[config.mk]
export PLATFORM = sky130hd
export DESIGN_NAME = branch_target_buffer
export DESIGN_NICKNAME = d
export VERILOG_FILES = /design/src/rtl/branch_target_buffer_pkg.sv /design/src/rtl/branch_target_buffer_sat_counter.sv /design/src/rtl/branch_target_buffer.sv
export SDC_FILE = /design/constraint.sdc
export NUM_CORES = 1
export LEC_CHECK = 0
export BUFFER_PORTS_ARGS = -buffer_cell sky130_fd_sc_hd__clkbuf_2
export CAP_MARGIN = 20
export CORE_UTILIZATION = 57
export CTS_BUF_LIST = sky130_fd_sc_hd__clkbuf_8
export DETAILED_ROUTE_END_ITERATION = 10
export PLACE_DENSITY_LB_ADDON = 0.3
export SLEW_MARGIN = 20
export SYNTH_ARGS = -nofsm -noshare
export SYNTH_HDL_FRONTEND = slang
export SYNTH_SLANG_ARGS = --single-unit
[constraint.sdc]
create_clock -name clk -period 3.5 [get_ports clk]
set_input_delay 0.35 -clock clk [delete_from_list [all_inputs] [get_ports clk]]
set_output_delay 0.35 -clock clk [all_outputs]
set_load 0.02 [all_outputs]
[src/rtl/branch_target_buffer_pkg.sv]
// Shared pipeline constants and index/tag width helpers for the branch target buffer.
package branch_target_buffer_pkg;

    localparam int XLEN            = 32;
    localparam logic [XLEN-1:0] PC_INC = 32'd4;
    localparam int DEFAULT_ENTRIES = 16;
    localparam int DEFAULT_CNT_W   = 16;

    function automatic int idx_width(input int entries);
        return $clog2(entries);
    endfunction

    // PC bits [1:0] are dropped, the index sits above them, the tag takes the rest.
    function automatic int tag_width(input int entries);
        return XLEN - $clog2(entries) - 2;
    endfunction

endpackage

[src/rtl/branch_target_buffer_sat_counter.sv]
// Saturating up-counter with synchronous clear; holds at all-ones instead of wrapping.
module sat_counter #(
    parameter int WIDTH = 16
) (
    input  logic             clk,
    input  logic             rst_n,
    input  logic             clr,
    input  logic             inc,
    output logic [WIDTH-1:0] count
);

    localparam logic [WIDTH-1:0] CNT_MAX = {WIDTH{1'b1}};
    localparam logic [WIDTH-1:0] CNT_ONE = {{(WIDTH-1){1'b0}}, 1'b1};

    // Count register: clear wins over increment, increment stops at the maximum.
    always_ff @(posedge clk or negedge rst_n) begin
        if (!rst_n) begin
            count <= {WIDTH{1'b0}};
        end else if (clr) begin
            count <= {WIDTH{1'b0}};
        end else if (inc && (count != CNT_MAX)) begin
            count <= count + CNT_ONE;
        end
    end

endmodule

[src/rtl/branch_target_buffer.sv]
// Direct-mapped, flop-based branch target buffer with combinational lookup and
// saturating lookup/hit statistics.
module branch_target_buffer
    import branch_target_buffer_pkg::*;
#(
    parameter int ENTRIES = DEFAULT_ENTRIES,
    parameter int CNT_W   = DEFAULT_CNT_W
) (
    input  logic             clk,
    input  logic             rst_n,
    input  logic             lookup_en,
    input  logic [XLEN-1:0]  pc_f,
    input  logic             predict_taken,
    output logic             hit,
    output logic [XLEN-1:0]  pred_target,
    output logic [XLEN-1:0]  pc_pred,
    input  logic             upd_en,
    input  logic [XLEN-1:0]  upd_pc,
    input  logic             upd_taken,
    input  logic [XLEN-1:0]  upd_target,
    input  logic             inv_all,
    output logic [CNT_W-1:0] lookup_cnt,
    output logic [CNT_W-1:0] hit_cnt
);

    localparam int IDX_W = idx_width(ENTRIES);
    localparam int TAG_W = tag_width(ENTRIES);

    logic [ENTRIES-1:0] valid_r;
    logic [TAG_W-1:0]   tag_r    [ENTRIES];
    logic [XLEN-1:0]    target_r [ENTRIES];

    logic [IDX_W-1:0] idx_f_s;
    logic [TAG_W-1:0] tag_f_s;
    logic [IDX_W-1:0] upd_idx_s;
    logic [TAG_W-1:0] upd_tag_s;
    logic             wr_en_s;
    logic             hit_s;
    logic             unused_s;

    assign idx_f_s   = pc_f[IDX_W+1:2];
    assign tag_f_s   = pc_f[XLEN-1:IDX_W+2];
    assign upd_idx_s = upd_pc[IDX_W+1:2];
    assign upd_tag_s = upd_pc[XLEN-1:IDX_W+2];
    assign unused_s  = ^{pc_f[1:0], upd_pc[1:0]};

    // A same-cycle flush drops the update; not-taken resolutions never touch the table.
    assign wr_en_s = upd_en & upd_taken & ~inv_all;

    // Valid bits: the only table state that needs reset.
    always_ff @(posedge clk or negedge rst_n) begin
        if (!rst_n) begin
            valid_r <= {ENTRIES{1'b0}};
        end else if (inv_all) begin
            valid_r <= {ENTRIES{1'b0}};
        end else if (wr_en_s) begin
            valid_r[upd_idx_s] <= 1'b1;
        end
    end

    // Tag and target payload; contents are meaningless until the valid bit is set.
    always_ff @(posedge clk) begin
        if (wr_en_s) begin
            tag_r[upd_idx_s]    <= upd_tag_s;
            target_r[upd_idx_s] <= upd_target;
        end
    end

    // Lookup reads the pre-edge table, so a same-cycle write is seen only next cycle.
    assign hit_s       = lookup_en & valid_r[idx_f_s] & (tag_r[idx_f_s] == tag_f_s);
    assign hit         = hit_s;
    assign pred_target = target_r[idx_f_s];
    assign pc_pred     = (hit_s & predict_taken) ? target_r[idx_f_s] : (pc_f + PC_INC);

    sat_counter #(.WIDTH(CNT_W)) u_lookup_cnt (
        .clk   (clk),
        .rst_n (rst_n),
        .clr   (1'b0),
        .inc   (lookup_en),
        .count (lookup_cnt)
    );

    sat_counter #(.WIDTH(CNT_W)) u_hit_cnt (
        .clk   (clk),
        .rst_n (rst_n),
        .clr   (1'b0),
        .inc   (hit_s),
        .count (hit_cnt)
    );

endmodule

# Yosys cells after proc, flatten, opt, wreduce, memory -nomap -nowiden
# Memories as Yosys holds them, arrays and structs flattened.
# Cells that the tools add are included.
# word_totals
output_inout_bits,97
regBits,48
romBits,0
inputBits,103
mem_bits_rw,928
latch_bits,0
n_memories,2
# memory_table
name,depth,word_bits,rd,rd_clocked_by_memory_dff,write_ports,line_no,source
target_r,16,32,1,0,1,branch_target_buffer.sv:31,logic [XLEN-1:0] target_r [ENTRIES];
tag_r,16,26,1,0,1,branch_target_buffer.sv:30,logic [TAG_W-1:0] tag_r [ENTRIES];
# classes
reduce_logical,4
add_sub_neg,3
muxes,9
n_div,0
shift,0
n_mul,0
order_cmp,3
n_bitwise,7
n_eq_ne,3
# op_table
op,n
"16-bit by 1-bit adder with 16-bit output, second input constant",2
"32-bit by 3-bit adder with 32-bit output, second input constant",1
16-bit two-way mux,2
32-bit two-way mux,1
"16-bit inequality test, second input constant",2
26-bit == test,1
16-bit OR,1
"4-bit by 5-bit < comparator with 1-bit output, second input constant",2
1-bit bitwise AND,5
1-bit binary-select mux with 4-bit select,1
1-bit demux with 4-bit select,1
"4-bit by 1-bit >= comparator with 1-bit output, second input constant",1
1-bit two-way mux,4
1-bit logical AND,3
2-bit nonzero test,1
1-bit inverter,1

# Depth between registers and ports, before layout
# Gate-level depths: netlist of run 1.
# depth
word_depth,7
depth_mapped,16
mapped_depth_nobuf,9

# Modules after synthesis
# From an unflattened synthesis of run 1, not the netlist that was laid out.
# hier_totals
cells_unflattened,1967
area_unflattened_um2,39720.6
# modules_own_cells
module,seq_area_each_um2,area_per_inst_um2,cells_each,n_inst
branch_target_buffer,28267.1,37836.3,1771,1
sat_counter,400.4,942.2,98,2

# Least setup slack after synthesis of run 1
# Ideal clock, no wire load.
# synth_timing
kind,input -> register
from,in inv_all
to,mem tag_r[15][0] (netlist name) (enable)
setup_time_ns,0.474
arrival_ns,3.424
path_stages,4
path_buffers,1
path_slack_ns,-0.398
required_time_ns,3.026
path_cell_list,clkbuf_1 nor2b_1 nand4_1 nor2_1
# synth_via
elab_chain_cells,4
# synth_rtl
item,line_no,source
start: declaration,branch_target_buffer.sv:21,"input logic inv_all,"
1-bit inverter,branch_target_buffer.sv:48,assign wr_en_s = upd_en & upd_taken & ~inv_all;
1-bit bitwise AND,branch_target_buffer.sv:48,
1-bit two-way mux,branch_target_buffer.sv:63,if (wr_en_s) begin
1-bit two-way mux (implied by the code),branch_target_buffer.sv:64,tag_r[upd_idx_s] <= upd_tag_s;
end: declaration,branch_target_buffer.sv:30,
# No other way between the ends.

# Worst setup path in the final report of run 1
# layout_timing
from,mem tag_r[6][1] (netlist name)
to,out pc_pred[28]
# layout_via
elab_chain_cells,5
# layout_rtl
item,line_no,source
memory 16 x 26 bit,n/a,
26-bit == test,branch_target_buffer.sv:70,assign hit_s = lookup_en & valid_r[idx_f_s] & (tag_r[idx_f_s] == tag_f_s);
1-bit bitwise AND,branch_target_buffer.sv:70,
1-bit bitwise AND,branch_target_buffer.sv:73,assign pc_pred = (hit_s & predict_taken) ? target_r[idx_f_s] : (pc_f + PC_INC);
32-bit two-way mux,branch_target_buffer.sv:73,
end: declaration,branch_target_buffer.sv:16,"output logic [XLEN-1:0] pc_pred,"
# No other way between the ends.

==> metrics, run 1 <==
status=finished with violations; failing checks=negative setup slack; FF-to-FF setup slack=0.06 ns; kind of end point of the critical path=primary output; Post-Route Utilization=69.2%; Sink Count=976; CP startpoint=tag_r[6][1]; Initial Util=58.0%; largest area contributor in the netlist=edfxtp_1; Die X=264 microns; Worst-Margin Slew=0.917 ns; Post-synth EDFFs=928; Worst Setup EP=pc_pred[28]; CTS Root Cell=clkbuf_8; Worst setup SP type=register; via density per instance=6.38; Tcrit/Tclk final=130%; Final Skew=0.0330 ns; Gate Count Post-Synth=1908; total grt overflow=0; final instance area=46800 sq um; count of state elements after synthesis=976; Setup CP Type=register to primary output; worst stage delay on the critical path=0.55 ns; Max Slew Vio Count=0; worst vdd ir=0.420 mV; Critical Path RT=3.15 ns; CP arrival=4.18 ns; critical path's top delay family=simple AND/OR/NAND/NOR gates; GPL Wtd Cong=0.934; fin cells=3418; I/O pin cnt=200; syn avg cell area=20.6 sq um; Setup-failing EPs final=33; Post-synth ARST share=4.92%; die area=69900 sq um; clk slew on worst S/H paths=0.06 ns; synth warn=0; crit path time final=4.53 ns; Core Area=67600 sq um; Final Worst Setup Slack=-1.03 ns; DRC=0; Cell variety after synth=71; top post-synthesis cells by area=edfxtp_1 71%, mux4_2 13%, dfrtp_1 3.1%; unrepaired setup endpoints after global routing=true; Sequential Area=29100 sq um; ys flop type=edfxtp_1; Rel. slew slack=38.8%; Min-Delay Startpoint=inv_all; number of I/O port buffers=197; cell depth of the worst flop-to-flop path=11; Area growth, synth to finish=19.4%; largest net degree at the start of global routing=109; Cell Pwr Density=504 nW/um^2; slowest library cell on the worst path=or4_4; H-tree depth=4; vias in the first global route=22.6k; Avg WL per Cell=29.6 microns; Worst-Skew Late Latency=0.80 ns; Global Route Usage Sum=29.5%; Max Clk Rate=221 MHz; Levels on crit path=12; Filler cells=4142; post-synthesis cell area=39200 sq um; Placed Area=43100 sq um; layout cells sized above 1=35.6%; CP Buf/Inv Count=3; commonest non-fill, non-tap cell in the layout=edfxtp_1; Max Cap Viol=0; clk buf depth=3; Cell Rows=95; antenna viol nets, final=0; Reg-to-Reg End=u_hit_cnt.count[1]; Syn Nets=2014; Fin. Hold Viols=0; number of DRC markers in iteration 0=2525; TritonCTS clock tree=done; Pre-antenna DRT Iters=6; most frequent cells in the layout=928 x edfxtp_1, 228 x mux4_2, 167 x buf_4; global-route wire length before repair=147 mm; Leak=16.3 nW; multi-input logic area=9790 sq um; share of the synthesized area in the top cell type=71.0%; via count=21.8k; initial antenna violation count=5; Final nets=2537; CP max FO=7; sequential area share after synthesis=74.1%; cell breakdown of the critical path=mux4_2 -> nor2_2 -> nor4_1 -> or4_4 -> a2111oi_4 -> nand4_2 -> nor4_2 -> buf_4 -> and2_4 -> clkbuf_16 -> mux2_4 -> buf_6; class of the worst hold path=input pin to register; placed cell count=3081; dpl hpwl=60.5 mm; total wire length=101 mm; total CTS buffers=155; reg2reg start=tag_r[6][1]; setup TNS=-32.38 ns; DIE HEIGHT=264 microns
## routing by layer
layer | part of all wire, % | wire, microns | vias up | global-route usage, %
met3 | 10 | 10600 | 221 | 7.62
met1 | 38 | 38100 | 11236 | 39.4
met5 | 0.045 | 46 | - | 0.416
met2 | 49 | 49200 | 1383 | 46.8
met4 | 3.3 | 3380 | 8 | 12.0
li1 | - | - | 8969 | -
## registers in the layout (all words and copies together), names as in the netlist
name	cells
target_r	512
u_hit_cnt.count	16
valid_r	16
u_lookup_cnt.count	16
tag_r	416
## repair_timing
action                                  4_1_cts  5_1_grt
endpoints found under the hold margin       928        0
pin swaps                                     0        2
hold buffers                                 59        0
setup buffers                                 2        2
endpoints found under the setup margin       33       33
resized for setup                             7       99
cloned                                        1        2
## power by group
group	leakage (nW)	total, mW	switching [mW]	internal [mW]
registers	9.01	13.0	0.0683	12.9
clock network	1.62	8.77	4.42	4.35
logic	5.67	1.85	1.05	0.802
## per-stage QoR
stage	total power [mW]	setup slack [ns]	hold slack, ns
floorplan	14.2	-0.398	0.0544
global placement	14.9	-0.520	0.473
detailed placement	14.9	-0.540	0.479
CTS	23.7	-1.06	0.00382
global route	24.3	-1.10	0.0497
finish	23.6	-1.03	0.0708
## cell families (layout without fill, tap and decap cells)
family                     Yosys count  in the layout  share of synthesized area (%)
xor gates and xnor gates            77             77                           1.72
AOI/OAI and AO/OA                  123            123                           2.36
muxes                              375            375                           17.1
other                                0              2                              0
and+or+nand+nor                    220            220                           2.96
DFF                                976            976                           74.1
adders and majority gates            3              3                         0.0957
buffers and inverters              134            769                           1.65
## worst min path at each step
| stage | end | slack [ns] | cells past startpoint |
|---|---|---|---|
| CTS | valid_r[13] | 0.004 | 2 |
| finish | valid_r[13] | 0.07 | 2 |
| detailed placement | u_hit_cnt.count[4] | 0.48 | 1 |
| global placement | u_hit_cnt.count[3] | 0.47 | 1 |
| floorplan | u_hit_cnt.count[0] | 0.05 | 0 |
| global route | tag_r[4][8] | 0.05 | 1 |
## layout make-up
class	count	share of cell area (%)
inverter	31	0.251
tap	873	2.33
clock inverter	112	1.26
sequential	976	62.1
clock buffer	157	4.62
multi-input combinational	798	20.9
timing repair buffer	469	8.52
antenna	2	0.0107
## synth_stat cells (3+ instances only)
cell type,n
nand3_1,21
and2_1,4
ha_1,3
edfxtp_1,928
clkbuf_1,38
xor2_1,27
a211oi_1,3
and3_1,17
o21ai_0,4
mux2_1,47
inv_1,29
a32oi_1,3
o22ai_1,29
o31ai_1,4
nor2_1,47
nor2b_1,15
o21ai_1,4
nand2_1,47
nand3b_1,4
a22o_1,9
o221ai_1,5
mux2_2,17
buf_1,24
a22oi_1,11
mux2_4,4
mux4_2,228
mux2i_1,79
nand4_1,29
a21oi_1,12
nand2b_1,10
a2111oi_0,3
buf_8,3
buf_6,3
buf_2,17
o32ai_1,5
o2111ai_1,3
buf_4,18
nor3_1,5
or3_1,5
a221oi_1,9
dfrtp_1,48
xnor2_1,50
Note: power is estimated with default switching activity, not from simulation.
==> run 2, diff against run 1 <==
Settings changed: TNS_END_PERCENT set to 1.
==> metrics, run 2 (same netlist as run 1, synthesis figures left out) <==
number of I/O port buffers=197; part of the power in registers=55.0%; Fin. Hold Viols=0; dpl hpwl=58.6 mm; largest net degree at the start of global routing=59; Final nets=2534; Cell Pwr Density=506 nW/um^2; failing checks=negative setup slack; Int Power=18.1 mW; H-tree depth=4; NetSw=5.46 mW; initial antenna violation count=4; max reg flops=512; Final Worst Setup Slack=-1.03 ns; TritonCTS clock tree=done; Max Slew Vio Count=0; Post-Route Utilization=68.9%; placed cell count=3073; reg2reg start=tag_r[6][5]; via density per instance=6.33; worst vdd ir=0.387 mV; Sequential Area=29100 sq um; Cell Rows=95; DIE HEIGHT=264 microns; DRC=0; die area=69900 sq um; kind of end point of the critical path=primary output; global-route wire length before repair=145 mm; multi-input logic area=9720 sq um; Setup-failing EPs final=33; worst stage delay on the critical path=0.52 ns; Worst setup SP type=register; Final Skew=0.0249 ns; via count=21.7k; Gate power share=7.7%; Tot Pwr=23.6 mW; Max Clk Rate=221 MHz; clk buf depth=3; Filler cells=4161; I/O pin cnt=200; most frequent cells in the layout=928 x edfxtp_1, 228 x mux4_2, 172 x clkbuf_8; layout cells sized above 1=34.5%; total wire length=99.1 mm; Leak=16.2 nW; commonest non-fill, non-tap cell in the layout=edfxtp_1; Die X=264 microns; fin cells=3421; Max Cap Viol=0; Critical Path RT=3.15 ns; clk slew on worst S/H paths=0.06 ns; Top Registers=target_r (512), tag_r (416); class of the worst hold path=input pin to register; Worst-Margin Slew=0.739 ns; Rel. slew slack=50.8%; vias in the first global route=22.3k; crit path time final=4.53 ns; Worst-Skew Late Latency=0.79 ns; Global Route Usage Sum=29.1%; Initial Util=58.0%; slowest library cell on the worst path=mux4_2; GPL Wtd Cong=0.949; Tcrit/Tclk final=129%; CP max FO=5; unrepaired setup endpoints after global routing=true; CTS Root Cell=clkbuf_8; Top reg by flops=target_r; Core Area=67600 sq um; Area growth, synth to finish=18.8%; Avg WL per Cell=29.0 microns; clock share of power=37.3%; hold_ws=0.137 ns; switching share of power=23.1%; antenna viol nets, final=0; Pre-antenna DRT Iters=6; CP Buf/Inv Count=3; number of DRC markers in iteration 0=2511; critical path's top delay family=simple AND/OR/NAND/NOR gates; total grt overflow=0; Min-Delay Startpoint=lookup_en; Setup CP Type=register to primary output; Sink Count=976; CP startpoint=tag_r[6][5]; total CTS buffers=155; status=finished with violations; cell breakdown of the critical path=mux4_2 -> nor2_4 -> o32ai_1 -> or4_4 -> a2111oi_4 -> nand4_2 -> nor4_4 -> and2_4 -> buf_12 -> buf_16 -> mux2_1 -> buf_2; CP arrival=4.18 ns
run 2: power by group through the flow:
stage	logic, mW	clock network, mW	registers, mW
after floorplan	0.896	0	13.2
after global placement	1.68	0	13.2
after detailed placement	1.72	0	13.2
after CTS	1.82	8.90	13.0
after global routing	1.93	9.41	13.0
final	1.82	8.78	13.0
run 2: timing repair:
item,in CTS,in global routing
resized for setup,38,22
endpoints found under the setup margin,39,38
pin swaps,8,4
buffers inserted,6,2
cloned,2,0
hold buffers,61,0
hold endpoints to repair,969,0
run 2: per-stage QoR:
step                TNS [ns]  area (sq um)  worst slack [ns]
floorplan            -305.20         39200            -0.398
global placement      -17.38         42900            -0.514
detailed placement    -23.28         42900            -0.692
CTS                   -31.80         46600             -1.01
global route          -36.54         46600             -1.17
finish                -31.58         46600             -1.03
run 2: per-layer routing:
layer	GRT usage, %	wire length (microns)	vias up
met2	45.4	48100	1231
met5	0	20	-
met4	9.73	2440	4
met1	40.6	38100	11289
li1	-	-	8982
met3	7.15	10500	159
run 2: worst paths after layout:
check | end | slack, ns | cells after the start
setup reg to reg | u_hit_cnt.count[1] | 0.17 | 11
setup / recovery | pc_pred[24] | -1.03 | 12
hold reg to reg | u_lookup_cnt.count[11] | 0.50 | 1
max in group asynchronous | u_lookup_cnt.count[5] | 2.92 | 2
min in group asynchronous | u_hit_cnt.count[4] | 0.16 | 2
hold / removal | u_lookup_cnt.count[12] | 0.14 | 4
run 2: worst register-to-register path: stages, from the launching register on:
cell and delay, ns:
edfxtp_1 0.37, mux4_2 0.52, nor2_4 0.11, o32ai_1 0.10
or4_4 0.51, a2111oi_4 0.21, nand4_2 0.18, buf_4 0.17
buf_4 0.15, nor4_4 0.39, buf_12 0.19, mux2_1 0.32
run 2: final cells by class:
cell class / instances / area share (%)
sequential: 976 / 62.4
clock inverter: 113 / 1.19
antenna: 2 / 0.0107
clock buffer: 162 / 4.78
inverter: 31 / 0.252
timing repair buffer: 466 / 8.16
multi-input combinational: 798 / 20.9
tap: 873 / 2.34
